**src/rtl/tile_pkg.sv**
```systemverilog
// Shared constants and FSM state type for the tile pixel fetch pipeline.
// TILE_HFLIP_EN widens the tile-map data word to carry a horizontal-mirror bit.
package tile_pkg;

   localparam int unsigned H_TOTAL  = 800;
   localparam int unsigned H_ACTIVE = 640;
   localparam int unsigned V_TOTAL  = 525;
   localparam int unsigned V_ACTIVE = 480;
   localparam int unsigned TILE_W   = 8;
   localparam int unsigned MAP_COLS = 80;
   localparam int unsigned MAP_ROWS = 60;

`ifdef TILE_HFLIP_EN
   localparam int unsigned MAP_DW = 9;
`else
   localparam int unsigned MAP_DW = 8;
`endif

   typedef enum logic [1:0] {
      IDLE,
      MAP_REQ,
      PAT_REQ,
      PAT_CAP
   } fetch_state_t;

endpackage

```
**src/rtl/tile_row_fetch.sv**
```systemverilog
// One-tile-ahead fetcher: tile-map read, pattern-row read, stage registers.
// TILE_HFLIP_EN captures map_rdata[8] as the stage mirror bit.
module tile_row_fetch
   import tile_pkg::*;
#(
   parameter logic [12:0] MAP_BASE = 13'd0
) (
   input  logic              i_clk,
   input  logic              i_reset,
   input  logic              i_req,
   input  logic [6:0]        i_col,
   input  logic [8:0]        i_line,
   input  logic              i_stage_clr,
   input  logic [MAP_DW-1:0] i_map_rdata,
   input  logic [15:0]       i_pat_rdata,
   output logic              o_busy,
   output logic [12:0]       o_map_addr,
   output logic [10:0]       o_pat_addr,
   output logic [15:0]       o_stage_row,
   output logic [7:0]        o_stage_code,
   output logic              o_stage_flip,
   output logic              o_stage_valid
);

   fetch_state_t r_state;
   fetch_state_t w_state_nxt;

   logic        w_map_ld;
   logic        w_code_ld;
   logic        w_stage_ld;
   logic [2:0]  r_row;
   logic [12:0] r_map_addr;
   logic [10:0] r_pat_addr;
   logic [7:0]  r_code;
   logic        r_flip;
   logic [12:0] w_tile_row;
   logic [12:0] w_map_addr;
   logic [10:0] w_pat_addr;
   logic        w_flip_bit;

   // tile_row * 80 as (r << 6) + (r << 4); the 13-bit sum wraps
   assign w_tile_row = {7'd0, i_line[8:3]};
   assign w_map_addr = MAP_BASE + (w_tile_row << 6) + (w_tile_row << 4) + {6'd0, i_col};
   assign w_pat_addr = {i_map_rdata[7:0], r_row};

`ifdef TILE_HFLIP_EN
   assign w_flip_bit = i_map_rdata[8];
`else
   assign w_flip_bit = 1'b0;
`endif

   always_ff @(posedge i_clk) begin
      if (i_reset) begin
         r_state <= IDLE;
      end else begin
         r_state <= w_state_nxt;
      end
   end

   always_comb begin
      w_state_nxt = r_state;
      unique case (r_state)
         IDLE:    if (i_req) w_state_nxt = MAP_REQ;
         MAP_REQ: w_state_nxt = PAT_REQ;
         PAT_REQ: w_state_nxt = PAT_CAP;
         PAT_CAP: w_state_nxt = IDLE;
         default: w_state_nxt = IDLE;
      endcase
   end

   always_comb begin
      o_busy     = (r_state != IDLE);
      w_map_ld   = (r_state == IDLE) && i_req;
      w_code_ld  = (r_state == PAT_REQ);
      w_stage_ld = (r_state == PAT_CAP);
   end

   always_ff @(posedge i_clk) begin
      if (i_reset) begin
         r_row         <= 3'd0;
         r_map_addr    <= 13'd0;
         r_pat_addr    <= 11'd0;
         r_code        <= 8'd0;
         r_flip        <= 1'b0;
         o_stage_row   <= 16'd0;
         o_stage_code  <= 8'd0;
         o_stage_flip  <= 1'b0;
         o_stage_valid <= 1'b0;
      end else begin
         if (w_map_ld) begin
            r_row      <= i_line[2:0];
            r_map_addr <= w_map_addr;
         end
         if (w_code_ld) begin
            r_code     <= i_map_rdata[7:0];
            r_flip     <= w_flip_bit;
            r_pat_addr <= w_pat_addr;
         end
         // A fresh row takes priority over a same-cycle consume
         if (w_stage_ld) begin
            o_stage_row   <= i_pat_rdata;
            o_stage_code  <= r_code;
            o_stage_flip  <= r_flip;
            o_stage_valid <= 1'b1;
         end else if (i_stage_clr) begin
            o_stage_valid <= 1'b0;
         end
      end
   end

   assign o_map_addr = r_map_addr;
   // Pattern address comes straight from map_rdata so the row lands in PAT_CAP
   assign o_pat_addr = (r_state == PAT_REQ) ? w_pat_addr : r_pat_addr;

endmodule

```
**src/rtl/tile_pixel_fetch.sv**
```systemverilog
// Beam-following tile/pattern fetch feeding the VGA color mapper.
// TILE_HFLIP_EN adds a per-tile horizontal mirror taken from map_rdata[8].
module tile_pixel_fetch
   import tile_pkg::*;
#(
   parameter logic [12:0] MAP_BASE   = 13'd0,
   parameter int unsigned PREFETCH_X = 792
) (
   input  logic              Clk,
   input  logic              Reset,
   input  logic              pix_en,
   input  logic [9:0]        DrawX,
   input  logic [9:0]        DrawY,
   output logic [12:0]       map_addr,
   input  logic [MAP_DW-1:0] map_rdata,
   output logic [10:0]       pat_addr,
   input  logic [15:0]       pat_rdata,
   output logic [1:0]        extend_color,
   output logic [7:0]        export_pattern,
   output logic              pix_valid,
   output logic              underrun
);

   localparam logic [9:0] X_ACT    = 10'(H_ACTIVE);
   localparam logic [9:0] X_TRIG   = 10'(H_ACTIVE - TILE_W);
   localparam logic [9:0] X_PRE    = 10'(PREFETCH_X);
   localparam logic [9:0] Y_ACT    = 10'(V_ACTIVE);
   localparam logic [9:0] Y_LAST   = 10'(V_TOTAL - 1);

   logic        w_trig_a;
   logic        w_trig_b;
   logic        w_trig;
   logic [9:0]  w_next_line;
   logic [6:0]  w_req_col;
   logic [8:0]  w_req_line;
   logic        w_busy;
   logic        w_drop;
   logic        w_active;
   logic        w_tile_start;
   logic        w_starve;
   logic        w_stage_clr;
   logic [15:0] w_stage_row;
   logic [7:0]  w_stage_code;
   logic        w_stage_flip;
   logic        w_stage_valid;
   logic [15:0] w_row;
   logic [7:0]  w_code;
   logic        w_flip;
   logic [2:0]  w_idx;
   logic [1:0]  w_color;
   logic [15:0] r_cur_row;
   logic [7:0]  r_cur_code;
   logic        r_cur_flip;

   assign w_next_line = (DrawY == Y_LAST) ? 10'd0 : DrawY + 10'd1;
   assign w_trig_a    = pix_en && (DrawY < Y_ACT) && (DrawX[2:0] == 3'd0) && (DrawX < X_TRIG);
   assign w_trig_b    = pix_en && (DrawX == X_PRE) && (w_next_line < Y_ACT);
   assign w_trig      = w_trig_a || w_trig_b;
   assign w_req_col   = w_trig_a ? DrawX[9:3] + 7'd1 : 7'd0;
   assign w_req_line  = w_trig_a ? DrawY[8:0] : w_next_line[8:0];
   assign w_drop      = w_trig && w_busy;

   assign w_active     = (DrawX < X_ACT) && (DrawY < Y_ACT);
   assign w_tile_start = (DrawX[2:0] == 3'd0);
   assign w_starve     = w_active && w_tile_start && !w_stage_valid;
   assign w_stage_clr  = pix_en && w_active && w_tile_start;

   tile_row_fetch #(
      .MAP_BASE (MAP_BASE)
   ) u_fetch (
      .i_clk         (Clk),
      .i_reset       (Reset),
      .i_req         (w_trig),
      .i_col         (w_req_col),
      .i_line        (w_req_line),
      .i_stage_clr   (w_stage_clr),
      .i_map_rdata   (map_rdata),
      .i_pat_rdata   (pat_rdata),
      .o_busy        (w_busy),
      .o_map_addr    (map_addr),
      .o_pat_addr    (pat_addr),
      .o_stage_row   (w_stage_row),
      .o_stage_code  (w_stage_code),
      .o_stage_flip  (w_stage_flip),
      .o_stage_valid (w_stage_valid)
   );

   always_comb begin
      w_row  = r_cur_row;
      w_code = r_cur_code;
      w_flip = r_cur_flip;
      if (w_tile_start) begin
         w_row  = w_stage_row;
         w_code = w_stage_code;
         w_flip = w_stage_flip;
      end
      w_idx   = w_flip ? 3'd7 - DrawX[2:0] : DrawX[2:0];
      w_color = w_row[{w_idx, 1'b0} +: 2];
   end

   always_ff @(posedge Clk) begin
      if (Reset) begin
         extend_color   <= 2'd0;
         export_pattern <= 8'd0;
         pix_valid      <= 1'b0;
         underrun       <= 1'b0;
         r_cur_row      <= 16'd0;
         r_cur_code     <= 8'd0;
         r_cur_flip     <= 1'b0;
      end else begin
         if (pix_en) begin
            if (w_active) begin
               pix_valid      <= 1'b1;
               extend_color   <= w_starve ? 2'd0 : w_color;
               export_pattern <= w_starve ? 8'd0 : w_code;
               if (w_tile_start) begin
                  r_cur_row  <= w_stage_row;
                  r_cur_code <= w_stage_code;
                  r_cur_flip <= w_stage_flip;
               end
            end else begin
               pix_valid      <= 1'b0;
               extend_color   <= 2'd0;
               export_pattern <= 8'd0;
            end
         end
         if (w_drop || (pix_en && w_starve)) begin
            underrun <= 1'b1;
         end
      end
   end

endmodule

```
**config.mk**
```make
export PLATFORM = sky130hd
export DESIGN_NAME = tile_pixel_fetch
export DESIGN_NICKNAME = d
export VERILOG_FILES = /design/src/rtl/tile_pkg.sv /design/src/rtl/tile_row_fetch.sv /design/src/rtl/tile_pixel_fetch.sv
export SDC_FILE = /design/constraint.sdc
export NUM_CORES = 1
export LEC_CHECK = 0
export CORE_MARGIN = 2
export CORE_UTILIZATION = 30
export CTS_CLUSTER_SIZE = 25
export DETAILED_ROUTE_END_ITERATION = 6
export GPL_ROUTABILITY_DRIVEN = 0
export PLACE_DENSITY = 0.49
export SLEW_MARGIN = 10
export SYNTH_ARGS = -nofsm -noshare
export SYNTH_HDL_FRONTEND = slang
export SYNTH_SLANG_ARGS = --single-unit
```
**constraint.sdc**
```tcl
create_clock -name Clk -period 4.4 [get_ports Clk]
set_clock_uncertainty 0.1 [all_clocks]
set_input_delay 0.88 -clock Clk [delete_from_list [all_inputs] [get_ports Clk]]
set_output_delay 0.88 -clock Clk [all_outputs]
set_load 0.01 [all_outputs]
```
Yosys cells after proc, flatten, opt, wreduce, memory -nomap -nowiden:

Cells that the tools add are included.

* register bits after elaboration: 99
* input port bits: 47
* output and inout port bits: 36
* logic and storage cells: 69

* add/sub/neg operators: 5
* order comparisons: 4
* equality and inequality tests: 6
* shifts and indexed selects: 1
* mux-type cells: 17
* reduce and logical (&&, ||, !) cells: 21

Operator list (number)
* 8-bit two-way mux: 3
* 10-bit equality test (second input constant): 2
* 10-bit < comparator (second input constant): 2
* 10-bit by 9-bit < comparator with 1-bit output (second input constant): 2
* 16-bit two-way mux: 1
* 16-bit by 5-bit variable part select with 2-bit output: 1
* 12-bit by 10-bit adder with 13-bit output: 1
* 13-bit by 7-bit adder with 13-bit output: 1
* 1-bit logical AND: 13
* 11-bit two-way mux: 1
* 10-bit by 1-bit adder with 10-bit output (second input constant): 1
* 10-bit two-way mux: 1
* 9-bit two-way mux: 1
* 2-bit one-hot mux with 4 select lines: 1
* 7-bit by 1-bit adder with 7-bit output (second input constant): 1
* 7-bit two-way mux: 1
* 2-bit two-way mux: 3
* 2-bit equality test (second input constant): 2
* 1-bit two-way mux: 4
* 2-bit nonzero test: 2
* 3-bit logical NOT: 1
* 3-bit two-way mux: 1
* 3-bit subtractor (first input constant): 1
* 2-bit by 1-bit equality test with 1-bit output (second input constant): 1
* 5 further kinds: 6

Longest topological paths before layout:

* depth after elaboration: 7
* gate-level depth with buffers: 18
* gate-level depth less buffers: 16

Hierarchy:

Synthesis repeated with hierarchy kept, for this count alone.

* cell total of the unflattened synthesis: 584
* area total of the unflattened synthesis: 4959.8 um^2

Modules (own cells, without submodules)
* tile_row_fetch: times used 1, cells an instance 290, area an instance 2656.3 um^2
* tile_pixel_fetch: times used 1, cells an instance 294, area an instance 2303.5 um^2

Least setup slack after synthesis:

No wires, ideal clock.

* path type: input port to flip-flop
* from: input port DrawX[2]
* to: register u_fetch.r_map_addr[10] (netlist: u_fetch.o_map_addr[10])
* library setup time: 0.132 ns
* arrival: 4.142 ns
* required time: 4.168 ns
* setup slack: 0.026 ns
* stages on the path: 16
* path buffers: 1
* cells stage by stage: clkbuf_1 -> nor3_1 -> o31ai_1 -> nor2_1 -> nor2_1 -> xnor2_1 -> or2_2 -> fa_1 -> inv_1 -> ha_1 -> a21o_1 -> a21o_1 -> a2111oi_0 -> a211oi_1 -> nor3_1 -> nor3_1

* longest elaborated chain between the ends: 6
* elaborated cells on any way between the ends: 13
* classes of those cells: add/sub: 2; order compare: 1; eq/ne: 1; mux: 2; reduce/logical: 7

Ends and longest elaborated chain
* start: declaration: RTL line tile_pixel_fetch.sv:12 `input logic [9:0] DrawX,`
* parallel branches: the longest is 6 deep, another holds 12-bit by 10-bit adder with 13-bit output
* end signal: assignment: RTL line tile_row_fetch.sv:92 `r_map_addr <= w_map_addr;`
* end: declaration: RTL line tile_row_fetch.sv:32 `logic [12:0] r_map_addr;`

Several ways; the timed one is not identified.
A chain may end at the register's enable or synchronous reset.

Final worst setup path:

* from: input port DrawX[5]
* to: register u_fetch.r_map_addr[10] (netlist: u_fetch.o_map_addr[10])

* longest elaborated chain between the ends: 5
* elaborated cells on any way between the ends: 12
* classes of those cells: add/sub: 3; order compare: 1; eq/ne: 1; mux: 2; reduce/logical: 5

Ends and longest elaborated chain (RTL line)
* 10-bit < comparator or 10-bit equality test (tied branches): tile_pixel_fetch.sv:56, tile_pixel_fetch.sv:57
* 1-bit logical AND, on equally long branches: tile_pixel_fetch.sv:56, tile_pixel_fetch.sv:57
* 9-bit two-way mux or 1-bit logical AND (tied branches): tile_pixel_fetch.sv:60, tile_pixel_fetch.sv:57
* 12-bit by 10-bit adder with 13-bit output or 1-bit logical OR (tied branches): tile_row_fetch.sv:43, tile_pixel_fetch.sv:58
* 13-bit by 7-bit adder with 13-bit output or 1-bit logical AND (tied branches): tile_row_fetch.sv:43, tile_row_fetch.sv:73

Several ways; a longest one is shown, not always the timed one.

==> flow_metrics.env <==
export IMPL_vias_per_cell=4.820
export IMPL_maxSlewHeadroom=0.4075
export IMPL_dp_cells=896
export IMPL_synth_seq_area_share=0.4077
export IMPL_cts_root_buf="clkbuf_16"
export IMPL_hpwl_um=9589
export IMPL_fin_ws_ns=0.1524
export IMPL_hold_violations=0
export IMPL_startpoint_type="primary input"
export IMPL_power_frac_clock=0.374
export IMPL_cts_buffers=9
export IMPL_clockBufferDepth=2
export IMPL_fmax_ghz=0.2354
export IMPL_ios=83
export IMPL_required_ns=4.57
export IMPL_area_growth_pct=34.83
export IMPL_final_cells=913
export IMPL_routedWlPerCell_um=14.65
export IMPL_status="complete, no violations"
export IMPL_ys_async_sr_fraction=0
export IMPL_fin_crit_ns=4.248
export IMPL_maxCapViolCount=0
export IMPL_grt_use_total=0.1559
export IMPL_netlist_instances=584
export IMPL_core_area_um2=15890
export IMPL_worst_pin_slew_ns=0.8888
export IMPL_pwr_share_seq=0.436
export IMPL_antennaDiodeCount=0
export IMPL_path_class="primary input to flop"
export IMPL_clock_sinks=99
export IMPL_p_int_mw=1.564
export IMPL_die_y_um=131.3
export IMPL_yosys_most_used_dff="dfxtp_1"
export IMPL_h_tree_depth=3
export IMPL_peakVddDrop_mv=0.1896
export IMPL_syn_nets=651
export IMPL_finalNetCount=760
export IMPL_cp_max_fo=3
export IMPL_leakage_nw=2.487
export IMPL_ys_warn_count=0
export IMPL_power_density_nw_per_um2=329.3
export IMPL_wl_um=13380
export IMPL_ctsHoldBuffers=0
export IMPL_vias=4401
export IMPL_pwr_share_comb=0.190
export IMPL_dr_pass1_iters=4
export IMPL_start_util=0.3060
export IMPL_min_period_over_period=0.9654
export IMPL_synth_seq_cells=99
export IMPL_power_mw=2.158
export IMPL_power_share_switching=0.2751
export IMPL_crit_arrival_ns=4.41
export IMPL_synth_edf_count=0
export IMPL_antenna_found_initial=0
export IMPL_drv_slew=0
export IMPL_die_area_um2=17240
export IMPL_drive_above_1_share=0.1291
export IMPL_grt_pass1_vias=4410
export IMPL_die_w_um=131.3
export IMPL_pre_cts_ws_ns=-0.3919
export IMPL_clock_latency_ns=0.35
export IMPL_overflow=0
export IMPL_finalSetupViolCount=0
export IMPL_setup_tns_final_ns=0
export IMPL_rows=46
export IMPL_antenna_left=0
export IMPL_drt_iter0_markers=239
export IMPL_drcViolationCount=0
export IMPL_avgSynthCellArea_um2=8.323
export IMPL_hold_slack_ns=0.3589
export IMPL_synth_cell_type_count=60
export IMPL_ff2ff_setup_slack_ns=2.22
export IMPL_grt_pass1_wl_um=22000
export IMPL_io_buffers=82
export IMPL_netlist_area_um2=4861
export IMPL_cts_tree="yes"
export IMPL_switching_power_mw=0.5937
export IMPL_min_path_type="flop to flop"
export IMPL_end_kind="flop"
export IMPL_grt_max_degree=86
export IMPL_path_clk_slew_ns=0.07
==> per-layer routing <==
metal	up-vias	GRT usage	wire length [µm]
met5	-	0	0
met2	83	0.2591	6275
met4	0	0.02838	114
met3	11	0.04630	563
li1	2239	-	-
met1	2068	0.2026	6422
==> critical path, cell delays in order <==
cell	delay (ns)
clkdlybuf4s50_1	0.48
nand2_1	0.10
buf_4	0.15
o31a_1	0.25
nand2_1	0.10
nand2_2	0.07
xnor2_2	0.20
inv_1	0.09
fa_2	0.60
inv_1	0.05
ha_1	0.28
a21o_1	0.15
a21o_1	0.20
a211o_1	0.31
a211oi_2	0.23
nor3_1	0.07
nor3_1	0.19
==> worst paths after layout <==
check                                            start                endpoint  depth (start not counted)
worst max register to register      u_fetch.r_state[0]        u_fetch.r_row[0]                          5
worst max-delay path                          DrawX[5]  u_fetch.o_map_addr[10]                         17
worst min register to register  u_fetch.o_stage_row[2]            r_cur_row[2]                          2
worst min-delay path            u_fetch.o_stage_row[2]            r_cur_row[2]                          2
==> cells in the final DEF, fill, tap and decap left out, types with 3 or more instances in the layout <==
cell type,n
o22ai_1,4
xnor2_1,10
nor2b_1,4
nor3_1,9
nand2_1,61
nand2b_1,12
clkdlybuf4s50_1,75
a21o_1,3
clkbuf_16,9
o21ai_0,26
buf_4,56
dfxtp_1,99
and2_1,11
nor2_1,73
inv_1,23
mux2i_1,35
ha_1,18
a21oi_1,57
xor2_1,4
a211oi_1,13
a31oi_1,4
dlymetal6s2s_1,6
nand3_1,18
and3_1,3
mux2_2,4
nand4_1,4
==> synthesized netlist by cell type, types with 3 or more instances <==
cell type	n	share of area
nor2_1	73	0.056
buf_4	4	0.0062
buf_1	5	0.0039
nor2b_1	4	0.0051
and2_1	11	0.014
a211oi_1	14	0.022
o22ai_1	4	0.0051
a21oi_1	57	0.059
xnor2_1	11	0.020
and3_1	3	0.0039
buf_2	3	0.0031
inv_1	23	0.018
nand3_1	18	0.019
mux2i_1	35	0.072
clkbuf_1	27	0.021
nor3_1	10	0.010
ha_1	18	0.046
xor2_1	4	0.0072
a21o_1	3	0.0046
dfxtp_1	99	0.41
a31oi_1	4	0.0051
mux2_2	4	0.0093
or2_2	3	0.0039
nand2_1	62	0.048
nand4_1	4	0.0051
nand2b_1	12	0.015
o21ai_0	26	0.027
==> stage by stage <==
step / utilization / instance area [µm²]
4_1_cts: 0.4079 / 6480
5_1_grt: 0.4126 / 6554
3_3_place_gp: 0.3888 / 6176
2_1_floorplan: - / 4861
6_report: 0.4126 / 6554
3_5_place_dp: 0.3888 / 6176
==> power by group through the flow <==
| stage | Sequential [mW] | Combinational [mW] | Clock (mW) |
|---|---|---|---|
| finish | 0.942 | 0.409 | 0.807 |
| global route | 0.945 | 0.453 | 0.868 |
| CTS | 0.942 | 0.403 | 0.833 |
| detailed placement | 0.963 | 0.399 | 0 |
| global placement | 0.962 | 0.393 | 0 |
| floorplan | 0.960 | 0.229 | 0 |
==> area by class of cell <==
class                      instances  area (µm²)
clock buffer                       9       225.2
clock inverter                     6       73.82
fill                            1670        9331
sequential                        99        1982
inverter                          24       90.09
tap                              216       270.3
timing repair buffer             138        1251
multi-input combinational        421        2661
==> timing repair <==
item                                    in CTS  in global routing
hold endpoints to repair                     0                  0
resized for setup                            1                 16
setup buffers                                0                  2
pin swaps                                    0                 15
endpoints found under the setup margin       2                  4
==> kinds of logic after synthesis <==
kind of cell / after synthesis / synth area share
AOI/OAI and AO/OA: 136 / 0.1737
muxes: 39 / 0.08134
buffers and inverters: 64 / 0.05483
DFF: 99 / 0.4077
xor gates and xnor gates: 15 / 0.02703
adders and majority gates: 20 / 0.05457
and+or+nand+nor: 211 / 0.2008
==> registers in the layout, summed over array words and instances, names as in the netlist, 3 cells and up <==
name	flops
r_cur_code	8
r_cur_row	16
u_fetch.r_row	3
export_pattern	8
u_fetch.o_stage_code	8
u_fetch.o_stage_row	16
u_fetch.r_pat_addr	11
u_fetch.o_map_addr	13
u_fetch.r_code	8
(Power assumes the default switching activity.)
